`src/rtl/inverse_substitution_layer.sv`:
```
// Iterative inverse ASCON S-box layer over a 320-bit bit-sliced state, P columns per clock.
// Define INV_SBOX_SELFCHECK_EN to add a forward re-substitution check that drives o_error.
package ascon_pkg;
   localparam logic [4:0] C_LUT_INV_SBOX [32] = '{
      5'h14, 5'h1A, 5'h07, 5'h0D, 5'h00, 5'h09, 5'h0E, 5'h12,
      5'h0A, 5'h06, 5'h1D, 5'h01, 5'h19, 5'h15, 5'h13, 5'h1E,
      5'h18, 5'h16, 5'h0B, 5'h11, 5'h03, 5'h05, 5'h1C, 5'h1F,
      5'h17, 5'h1B, 5'h04, 5'h08, 5'h0F, 5'h0C, 5'h10, 5'h02
   };
`ifdef INV_SBOX_SELFCHECK_EN
   localparam logic [4:0] C_LUT_SBOX [32] = '{
      5'h04, 5'h0B, 5'h1F, 5'h14, 5'h1A, 5'h15, 5'h09, 5'h02,
      5'h1B, 5'h05, 5'h08, 5'h12, 5'h1D, 5'h03, 5'h06, 5'h1C,
      5'h1E, 5'h13, 5'h07, 5'h0E, 5'h00, 5'h0D, 5'h11, 5'h18,
      5'h10, 5'h0C, 5'h01, 5'h19, 5'h16, 5'h0A, 5'h0F, 5'h17
   };
`endif
endpackage

module inverse_substitution_layer
   import ascon_pkg::*;
#(
   parameter int G_NB_COLUMNS_PER_CYCLE = 8
) (
   input  logic         i_clock,
   input  logic         i_reset,
   input  logic         i_valid,
   output logic         o_ready,
   input  logic [319:0] i_state,
   output logic         o_valid,
   input  logic         i_ready,
   output logic [319:0] o_state,
   output logic         o_error
);
   localparam int unsigned P   = G_NB_COLUMNS_PER_CYCLE;
   localparam int unsigned NCH = 64 / P;
   localparam int unsigned LP  = $clog2(P);
   localparam int unsigned CW  = (NCH > 1) ? $clog2(NCH) : 1;
   localparam logic [CW-1:0] C_LAST = CW'(NCH - 1);

   localparam logic [1:0] S_IDLE = 2'd0;
   localparam logic [1:0] S_BUSY = 2'd1;
   localparam logic [1:0] S_DONE = 2'd2;

   if (!(P == 1 || P == 2 || P == 4 || P == 8 || P == 16 || P == 32 || P == 64)) begin : g_bad_p
      $error("G_NB_COLUMNS_PER_CYCLE must be a power of two between 1 and 64");
   end

   logic [1:0]     state_q, state_d;
   logic [CW-1:0]  cnt_q, cnt_d;
   logic [319:0]   data_q, data_d;
   logic           err_q, err_d;
   logic [5*P-1:0] inv_out;
`ifdef INV_SBOX_SELFCHECK_EN
   logic           phase_q, phase_d;
   logic           mism_q, mism_d;
   logic [319:0]   shadow_q, shadow_d;
   logic           chunk_mism;
`endif

   function automatic logic [5:0] col_idx(input logic [CW-1:0] cnt, input int unsigned c);
      return 6'((32'(cnt) << LP) + c);
   endfunction

   // Column j = {x0[j], x1[j], x2[j], x3[j], x4[j]}, x0 in the MSB.
   function automatic logic [4:0] col_get(input logic [319:0] s, input logic [5:0] j);
      logic [63:0] x0, x1, x2, x3, x4;
      {x0, x1, x2, x3, x4} = s;
      return {x0[j], x1[j], x2[j], x3[j], x4[j]};
   endfunction

   function automatic logic [319:0] col_set(input logic [319:0] s, input logic [5:0] j,
                                            input logic [4:0] v);
      logic [63:0] x0, x1, x2, x3, x4;
      {x0, x1, x2, x3, x4} = s;
      {x0[j], x1[j], x2[j], x3[j], x4[j]} = v;
      return {x0, x1, x2, x3, x4};
   endfunction

   always_comb begin
      inv_out = '0;
      for (int unsigned c = 0; c < P; c++) begin
         inv_out[5*c +: 5] = C_LUT_INV_SBOX[col_get(data_q, col_idx(cnt_q, c))];
      end
   end

`ifdef INV_SBOX_SELFCHECK_EN
   always_comb begin
      chunk_mism = 1'b0;
      for (int unsigned c = 0; c < P; c++) begin
         chunk_mism |= (C_LUT_SBOX[col_get(data_q, col_idx(cnt_q, c))]
                        != col_get(shadow_q, col_idx(cnt_q, c)));
      end
   end
`endif

   always_comb begin
      state_d = state_q;
      cnt_d   = cnt_q;
      data_d  = data_q;
      err_d   = err_q;
`ifdef INV_SBOX_SELFCHECK_EN
      phase_d  = phase_q;
      mism_d   = mism_q;
      shadow_d = shadow_q;
`endif
      case (state_q)
         S_IDLE: begin
            if (i_valid) begin
               data_d  = i_state;
               cnt_d   = '0;
               err_d   = 1'b0;
               state_d = S_BUSY;
`ifdef INV_SBOX_SELFCHECK_EN
               shadow_d = i_state;
               phase_d  = 1'b0;
               mism_d   = 1'b0;
`endif
            end
         end
         S_BUSY: begin
`ifdef INV_SBOX_SELFCHECK_EN
            // Second pass only compares; the register keeps the inverse result.
            if (!phase_q) begin
               for (int unsigned c = 0; c < P; c++)
                  data_d = col_set(data_d, col_idx(cnt_q, c), inv_out[5*c +: 5]);
            end else begin
               mism_d = mism_q | chunk_mism;
            end
`else
            for (int unsigned c = 0; c < P; c++)
               data_d = col_set(data_d, col_idx(cnt_q, c), inv_out[5*c +: 5]);
`endif
            cnt_d = cnt_q + 1'b1;
            if (cnt_q == C_LAST) begin
               cnt_d = '0;
`ifdef INV_SBOX_SELFCHECK_EN
               if (!phase_q) begin
                  phase_d = 1'b1;
               end else begin
                  state_d = S_DONE;
                  err_d   = mism_q | chunk_mism;
               end
`else
               state_d = S_DONE;
`endif
            end
         end
         S_DONE: begin
            if (i_ready) state_d = S_IDLE;
         end
         default: state_d = S_IDLE;
      endcase
   end

   always_ff @(posedge i_clock) begin
      if (i_reset) begin
         state_q <= S_IDLE;
         cnt_q   <= '0;
         data_q  <= '0;
         err_q   <= 1'b0;
`ifdef INV_SBOX_SELFCHECK_EN
         phase_q  <= 1'b0;
         mism_q   <= 1'b0;
         shadow_q <= '0;
`endif
      end else begin
         state_q <= state_d;
         cnt_q   <= cnt_d;
         data_q  <= data_d;
         err_q   <= err_d;
`ifdef INV_SBOX_SELFCHECK_EN
         phase_q  <= phase_d;
         mism_q   <= mism_d;
         shadow_q <= shadow_d;
`endif
      end
   end

   assign o_ready = (state_q == S_IDLE);
   assign o_valid = (state_q == S_DONE);
   assign o_state = data_q;
   assign o_error = err_q;

endmodule
```
`config.mk`:
```
export PLATFORM = sky130hd
export DESIGN_NAME = inverse_substitution_layer
export DESIGN_NICKNAME = d
export VERILOG_FILES = /design/src/rtl/inverse_substitution_layer.sv
export SDC_FILE = /design/constraint.sdc
export NUM_CORES = 1
export LEC_CHECK = 0
export CAP_MARGIN = 0
export CORE_ASPECT_RATIO = 0.5
export CORE_UTILIZATION = 30
export CTS_CLUSTER_DIAMETER = 100
export DETAILED_ROUTE_END_ITERATION = 10
export REMOVE_ABC_BUFFERS = 1
export SKIP_CTS_REPAIR_TIMING = 1
export SLEW_MARGIN = 0
export SYNTH_ARGS = -nofsm -noshare
export SYNTH_HDL_FRONTEND = slang
export SYNTH_SLANG_ARGS = --single-unit
export TNS_END_PERCENT = 5
```
`constraint.sdc`:
```
create_clock -name i_clock -period 9.6 [get_ports i_clock]
set_input_delay 1.44 -clock i_clock [delete_from_list [all_inputs] [get_ports i_clock]]
set_output_delay 1.44 -clock i_clock [all_outputs]
set_load 0.1 [all_outputs]
```
**Yosys cells after proc, flatten, opt, wreduce, memory -nomap -nowiden**

Memories as Yosys holds them, arrays and structs flattened.
Index checks and enable logic that the tools add are counted.

- Order comparisons: 24
- Add/subtract/negate cells: 8
- Multiplexer cells: 161
- Reductions and logical operators: 12
- Eq/ne operators: 6
- Bitwise logic cells: 8

Operators with widths:

| cell | count |
|---|---|
| bitwise mux 64 bit | 40 |
| one-hot mux 320 bit (2 select lines) | 1 |
| 2-to-1 mux 320 bit | 1 |
| binary-select mux 1 bit (select 6 bit) | 35 |
| 2-to-1 mux 5 bit | 16 |
| < comparator 6 x 7 -> 1 bit, second input constant | 8 |
| greater-or-equal comparator 6 x 1 -> 1 bit, second input constant | 8 |
| greater-or-equal comparator 6 bit, second input constant | 8 |
| 2-to-1 mux 1 bit | 48 |
| NOT 5 -> 6 bit | 8 |
| demux 1 bit (select 6 bit) | 7 |
| adder 6 x 3 -> 6 bit, second input constant | 4 |
| binary-select mux 1 bit (select 3 bit) | 5 |
| adder 6 x 2 -> 6 bit, second input constant | 2 |
| logical AND 1 bit | 8 |
| adder 6 x 1 -> 6 bit, second input constant | 1 |
| 2-to-1 mux 2 bit | 3 |
| 2-to-1 mux 3 bit | 2 |
| one-hot mux 2 bit (3 select lines) | 1 |
| one-hot mux 3 bit (2 select lines) | 1 |
| != test 2 bit, second input constant | 2 |
| adder 3 x 1 -> 3 bit, second input constant | 1 |
| demux 1 bit (select 3 bit) | 1 |
| equality test 3 bit, second input constant | 1 |
| 7 further kinds | 7 |

- Word-level logic and storage cells: 230
- Bits in read-only memories: 1280
- Output and inout port bits: 323
- Memories kept: 8
- Input port bits: 324
- Flip-flop bits (word level): 325

Memory list:

| memory | words | width | read ports | clocked after memory_dff | write ports | RTL line | text |
|---|---|---|---|---|---|---|---|
| (name not given) | 32 | 5 | 1 | 0 | 0 | 83 | `inv_out[5*c +: 5] = C_LUT_INV_SBOX[col_get(data_q, col_idx(cnt_q, c))];` |
| (name not given) | 32 | 5 | 1 | 0 | 0 | 83 |  |
| (name not given) | 32 | 5 | 1 | 0 | 0 | 83 |  |
| (name not given) | 32 | 5 | 1 | 0 | 0 | 83 |  |
| (name not given) | 32 | 5 | 1 | 0 | 0 | 83 |  |
| (name not given) | 32 | 5 | 1 | 0 | 0 | 83 |  |
| 2 more memories | -- | -- | -- | -- | -- | -- |  |

**Longest topological paths before layout**

Gate-level depths: netlist (run 1).

- Depth in word-level cells: 15
- Depth in mapped cells: 13
- Mapped depth without buffers: 10

**Worst setup path before layout (run 1)**

OpenSTA, ideal clock, no wires.

- Path type: register to register
- Start point: register state_q[1]
- End point: register data_q[23], in the netlist o_state[23]
- Library setup time: 76 ps
- Cell stages (with the launch flop): 10
- Path slack: 6191 ps
- Arrival: 3333 ps
- Buffers on the path: 5
- Cell sequence: dfxtp_1 > clkbuf_1 > nor2_1 > and2_0 > clkbuf_1 > clkbuf_1 > clkbuf_1 > clkbuf_1 > a22oi_1 > o22ai_1

- Cells in the longest elaborated chain, start to end: 3

Ends and longest elaborated chain:

| item | RTL line | text |
|---|---|---|
| start, declared | 49 | `logic [1:0] state_q, state_d;` |
| start signal, assigned | 168 | `state_q <= state_d;` |
| logical NOT 2 bit (*) | -- |  |
| net o_ready | 28 | `output logic o_ready,` |
| != test 2 bit (no source line) / nonzero test 2 bit (equally long branches) | -- |  |
| AND reduction 2 bit (no source line) | -- |  |
| end signal, assigned | 170 | `data_q <= data_d;` |
| end, declared | 51 | `logic [319:0] data_q, data_d;` |

Mark *: on every way through the listed nets, which the timed path passes. The rest lies on a longest branch.
A chain may end at the register's enable or synchronous reset.

**Final worst setup path (run 1)**

- Start point: register cnt_q[1]
- End point: register data_q[90], in the netlist o_state[90]

- Cells in the longest elaborated chain, start to end: 15

Ends and longest elaborated chain:

| item | RTL line | text |
|---|---|---|
| start, declared | 50 | `logic [CW-1:0] cnt_q, cnt_d;` |
| start signal, assigned | 169 | `cnt_q <= cnt_d;` |
| adder 6 x 1 -> 6 bit / binary-select mux 1 bit (select 3 bit) (equally long branches) | 62, 69 |  |
| binary-select mux 1 bit (select 6 bit) / 2-to-1 mux 1 bit (equally long branches) | 69 | `return {x0[j], x1[j], x2[j], x3[j], x4[j]};` |
| 2-to-1 mux 1 bit (implied by the code) / NOT 5 -> 6 bit (equally long branches) | 69, 83 |  |
| NOT 5 -> 6 bit (implied by the code) / memory (32 x 5 bit) (equally long branches) | -- |  |
| memory (32 x 5 bit) / 2-to-1 mux 5 bit (equally long branches) | -- |  |
| 2-to-1 mux 5 bit (implied by the code) | 83 |  |
| 2-to-1 mux 5 bit (implied by the code) / bitwise mux 64 bit (equally long branches) | 83, 76 |  |
| bitwise mux 64 bit (6 in a row) | 76 | `{x0[j], x1[j], x2[j], x3[j], x4[j]} = v;` |
| bitwise mux 64 bit (*) | 76 |  |
| one-hot mux 320 bit (2 select lines) (*) | 107 | `case (state_q)` |

Mark *: on every way between the ends. The rest lies on a longest branch, timed or not. The select of a mux whose other input is x is not followed.

==> results of run 1 <==
stage by stage:
stage / setup WS (ns) / cells / util, % / cell area, sq um / power (uW)
finish: 4.66 / 4013 / 42.2 / 29300 / 5770
global route: 4.55 / 4013 / 42.2 / 29300 / 5920
CTS: 4.79 / 4005 / 42.2 / 29300 / 5700
detailed placement: 4.77 / 3945 / 40.7 / 28200 / 4370
global placement: 4.75 / 3945 / 40.7 / 28200 / 4360
floorplan: 2.93 / 2309 / - / 20100 / 3470
sequential cells by signal, indices dropped and copies added, names as in the netlist:
name     cells
o_state    320
cnt_q        3
state_q      2
cell families (layout without fill, tap and decap cells):
logic type | Yosys count | in the layout | synth area share [%]
other | 1 | 9 | 0.0177
DFF | 325 | 325 | 30.7
muxes | 202 | 202 | 13.2
xor gates and xnor gates | 20 | 20 | 1.04
buffers and inverters | 280 | 789 | 5.90
adders and majority gates | 50 | 50 | 2.96
and+or+nand+nor | 799 | 799 | 17.6
AOI/OAI and AO/OA | 874 | 874 | 28.6
power by group through the flow:
stage / combinational (uW) / sequential [uW] / clock, uW
final: 2790 / 1610 / 1360
after global routing: 2880 / 1620 / 1420
after CTS: 2750 / 1610 / 1350
after detailed placement: 2740 / 1630 / 0
after global placement: 2720 / 1630 / 0
after floorplan: 1050 / 2420 / 0
metal layers:
layer / routed length (microns) / vias up / share of wire (%)
met5: 20 / - / 0.016
met1: 45700 / 12300 / 37
met4: 8340 / 4 / 6.8
met2: 57100 / 1630 / 46
met3: 11800 / 430 / 9.6
li1: - / 10600 / -
path summary, 6_finish.rpt:
check,to,slack [ns]
worst min-delay path,o_state[113],0.50
worst min register to register,o_state[113],0.50
worst max-delay path,o_state[90],4.66
worst max register to register,o_state[90],4.66
worst max-delay path, cell delays in order (launching register included):
cell and delay (ns):
dfxtp_4 0.75, buf_4 0.78, nor2b_1 0.94, a22oi_1 0.18, o22ai_2 0.41, inv_1 0.15
ha_1 0.37, mux2_2 0.28, mux2i_1 0.67, nand2_1 0.15, a21oi_1 0.17
layout by cell type, fill, tap and decap left out, drive strengths merged, types with 34 or more instances in the layout:
cell type and count:
mux2 34, o21ai 88, mux2i 120, a21oi 304
inv 38, nor3 48, a22oi 38, a221oi 51
nand3 99, nand2 212, ha 50, clkbuf 52
nor2 254, mux4 48, a31oi 76, clkdlybuf4s50 643
dfxtp 325, and3 69, buf 48, a211oi 75
o32ai 43
area by class of cell:
cell class	instances	area, sq um	area share, %
inverter	38	143	0.487
timing repair buffer	691	6820	23.3
antenna	8	20.0	0.0684
clock buffer	52	1020	3.49
sequential	325	6520	22.3
multi-input combinational	1946	13500	46.2
tap	945	1180	4.04
clock inverter	8	40.0	0.137
==> results.yml, run 1 <==
route:
  dr.pass1.iters: 6
  drt_iter0_drc: 3100
  ant_nets: 0
  wire_per_inst_microns: 30.6
  vias_per_cell: 6.22
  vias: 25000
  finalWirelength_microns: 123000
  drc: 0
pwr:
  p_int_uw: 2990
  p_sw_share_pct: 48.1
  ir_worst_vdd_mv: 0.113
  power.share.combinational_pct: 48.5
  power_frac_clock_pct: 23.5
  p_leak_uw: 0.0105
  seqPwrFrac_pct: 28.0
  power_density_nw_per_um2: 197
  p_switching_uw: 2780
flow_run:
  max-cap-violations: 0
synthesis:
  synth-edff-count: 0
  yosys-top-cells-area: "dfxtp_1 31%, a21oi_1 7.1%, mux2i_1 5.1%"
  async_flop_share_pct: 0
  ys_seq_area_share_pct: 30.7
  synth_top_flop_cell: "dfxtp_1"
  syn_inst: 2551
  synth_top_area_share_pct: 30.7
  ys_ff_latch: 325
  avgSynthCellArea_sq_um: 8.29
  yosysWarnings: 0
  synth_cell_types: 93
  synth_area_sq_um: 21200
  synth_area_leader_cell: "dfxtp_1"
  yosys-top-cells-count: "325 x dfxtp_1, 299 x a21oi_1, 249 x nor2_1, 212 x nand2_1, 175 x clkbuf_1"
  synth_most_common_cell: "dfxtp_1"
run_status:
  status: "finished clean"
cts:
  cts.reportedPaths.clkPinSlew_ns: 0.07
  root_buffer: "clkbuf_16"
  numCtsBuffers: 35
  ctsHtreeMaxLevel: 2
  cts_num_sinks: 325
  cts_tree: "done"
  clock_latency_ns: 0.54
  cts_buffer_depth: 3
floorplan:
  io_pins: 647
  fp.dieH_microns: 190
  dieArea_sq_um: 71700
  die_x_microns: 378
  row_count: 68
  core_sq_um: 69300
  initial_core_util_pct: 30.5
global_route:
  antenna_found_initial: 10
  met1_usage_pct: 39.7
  grt_pass1_vias: 23200
  gr-total-overflow: 0
  grt_use_met2_pct: 52.9
  grt_max_degree: 104
  grt_use_total_pct: 32.6
  grt_util_met3_pct: 7.12
  busiest_layer: "met2"
  grt_pass1_wl_microns: 170000
worst_setup_path:
  cp-startpoint: "cnt_q[1]"
  r2r_start: "cnt_q[1]"
  crit_required_ns: 10.06
  arrival_ns: 5.41
  end_kind: "register"
  critPathKind: "reg -> reg"
  critical_path.max_fanout: 52
  startpoint_type: "register"
  reg2regPathDepth: 10
timing:
  hold_viol: 0
  fin_tns_setup_ns: 0
  setup_viol: 0
  rsz0062_at_grt: "false"
  skew_ns: 0.00823
  fmax_mhz: 202
  tightestPinTransition_ns: 1.18
  fin_crit_ns: 4.94
  slew_violations: 0
  hold_slack_ns: 0.499
  max-slew-margin-rel_pct: 21.2
  fin_crit_sh_pct: 51.5
place:
  place_congestion: 0.974
  place_hpwl_microns: 85400
  numPortBuffers: 645
worst_hold_path:
  min_path_cells: 2
  hp-class: "reg -> reg"
  hold_start: "o_state[113]"
final_layout:
  area_growth_pct: 38.4
  fillers: 6872
  final_layout_size_suffix_gt1_share_pct: 9.64
  fin_nets: 3411
Power figures use the tool's default switching activity.
==> inputs of run 2 (changes only) <==
==> constraint.sdc (replaced) <==
create_clock -name i_clock -period 5 [get_ports i_clock]
set_input_delay 0.75 -clock i_clock [delete_from_list [all_inputs] [get_ports i_clock]]
set_output_delay 0.75 -clock i_clock [all_outputs]
set_load 0.1 [all_outputs]
==> run 2 against run 1 <==
Against the previous run: routed wire length up 0.77%; cell count increased by 0.67%; clock power rose by 110%; setup slack lost 3.8 ns; global-route usage up 0.25 points; flip-flop and latch count is the same.
==> results.yml, run 2 (same netlist as run 1, synthesis figures left out) <==
floorplan:
  row_count: 68
  dieArea_sq_um: 71700
  initial_core_util_pct: 30.5
  fp.dieH_microns: 190
  io_pins: 647
  core_sq_um: 69300
  die_x_microns: 378
worst_setup_path:
  end_kind: "register"
  arrival_ns: 4.63
  path_delay_family: "simple AND/OR/NAND/NOR gates"
  timing.rr.end: "o_state[74]"
  reg2regPathDepth: 9
  crit_chain: "nor2b_1 > a22oi_1 > o22ai_2 > inv_1 > ha_1 > mux2_2 > mux2i_1 > nand2_1 > a31oi_1"
  reg2reg_slack_ns: 0.84
  crit_required_ns: 5.47
  startpoint_type: "register"
  critical_path.max_fanout: 49
  critPathBufInv: 1
  critPathKind: "reg -> reg"
  max_stage_delay_ns: 0.88
  cpMaxStageDelayCell: "nor2b_1"
  r2r_start: "cnt_q[1]"
timing:
  setup_viol: 0
  skew_ns: 0.0192
  fin_tns_setup_ns: 0
  max-slew-margin-rel_pct: 23.7
  setup_ws_ns: 0.839
  hold_viol: 0
  fin_crit_ns: 4.16
  fmax_mhz: 240
  tightestPinTransition_ns: 1.14
  hold_slack_ns: 0.493
  fin_crit_sh_pct: 83.2
  rsz0062_at_grt: "false"
  slew_violations: 0
route:
  wire_per_inst_microns: 30.7
  finalWirelength_microns: 124000
  drt_iter0_drc: 2899
  vias: 25200
  ant_nets: 0
  drc: 0
  vias_per_cell: 6.24
  dr.pass1.iters: 6
cts:
  numCtsBuffers: 36
  cts_buffer_depth: 3
  ctsHtreeMaxLevel: 2
  root_buffer: "clkbuf_16"
  cts.reportedPaths.clkPinSlew_ns: 0.07
  clock_latency_ns: 0.56
  cts_num_sinks: 325
  cts_tree: "done"
global_route:
  grt_use_total_pct: 32.8
  grt_pass1_wl_microns: 171000
  gr-total-overflow: 0
  antenna_found_initial: 10
  grt_max_degree: 147
  grt_pass1_vias: 23500
final_layout:
  fin_nets: 3435
  largest_reg_flops: 320
  multi_input_area_sq_um: 13500
  final_common_cell: "clkdlybuf4s50_1"
  ff_latch_area_sq_um: 6520
  final_cells: 4040
  fin_util_pct: 42.8
  final_cell_mix: "643 x clkdlybuf4s50_1, 322 x dfxtp_1, 299 x a21oi_1"
  area_growth_pct: 40.1
  fillers: 6849
  final_layout_size_suffix_gt1_share_pct: 10.6
run_status:
  status: "finished clean"
worst_hold_path:
  hold_start: "o_state[305]"
  min_path_cells: 2
  hold_path_end: "o_state[305]"
  hp-class: "reg -> reg"
pwr:
  power_density_nw_per_um2: 382
  p_leak_uw: 0.0107
  ir_worst_vdd_mv: 0.184
place:
  place_ws_ns: 0.985
  dp_cells: 3968
  place_hpwl_microns: 87600
  numPortBuffers: 645
  place_congestion: 0.929
flow_run:
  max-cap-violations: 0
-- run 2: area by class of cell --
cell class / count / area share (%)
Multi-Input combinational cell: 1946 / 45.7
Timing Repair Buffer: 714 / 23.8
Sequential cell: 325 / 22.0
Tap cell: 945 / 3.99
Clock buffer: 54 / 3.71
Inverter: 38 / 0.481
Clock inverter: 9 / 0.274
Antenna cell: 9 / 0.0760
-- run 2: through the flow --
| step | area, sq um | power [uW] |
|---|---|---|
| global route | 29600 | 11600 |
| floorplan | 20100 | 6660 |
| global placement | 28400 | 8410 |
| detailed placement | 28400 | 8430 |
| CTS | 29600 | 11200 |
| finish | 29600 | 11300 |
-- run 2: worst register-to-register path: cells and delay by family, from the launching register on --
family          cells  cell delay [ns]
simple gates        2             1.02
mux                 2             0.85
fa+ha+maj           1             0.37
compound gates      3             0.81
flops               1             0.86
buf+inv             1             0.16
-- run 2: routing by layer --
| metal | vias up | global-route usage (%) | wire length, microns |
|---|---|---|---|
| met5 | - | 0 | 11 |
| met4 | 2 | 18.0 | 7410 |
| met3 | 427 | 7.11 | 12500 |
| met2 | 1622 | 52.6 | 57400 |
| met1 | 12500 | 41.2 | 46600 |
| li1 | 10700 | - | - |
-- run 2: power by group --
part           leakage (uW)  switching, uW  internal [uW]
registers           0.00268            288           2820
logic               0.00744           3860           1540
clock network      0.000589           1260           1580
total                0.0107           5400           5930
-- run 2: how the worst max path moves through the flow --
stage | from | end | cells after the start
final | cnt_q[1] | o_state[74] | 9
after global routing | cnt_q[1] | o_state[106] | 9
after CTS | cnt_q[1] | o_state[74] | 9
after detailed placement | cnt_q[0] | o_state[170] | 9
after global placement | cnt_q[0] | o_state[101] | 9
after floorplan | cnt_q[0] | o_state[48] | 7
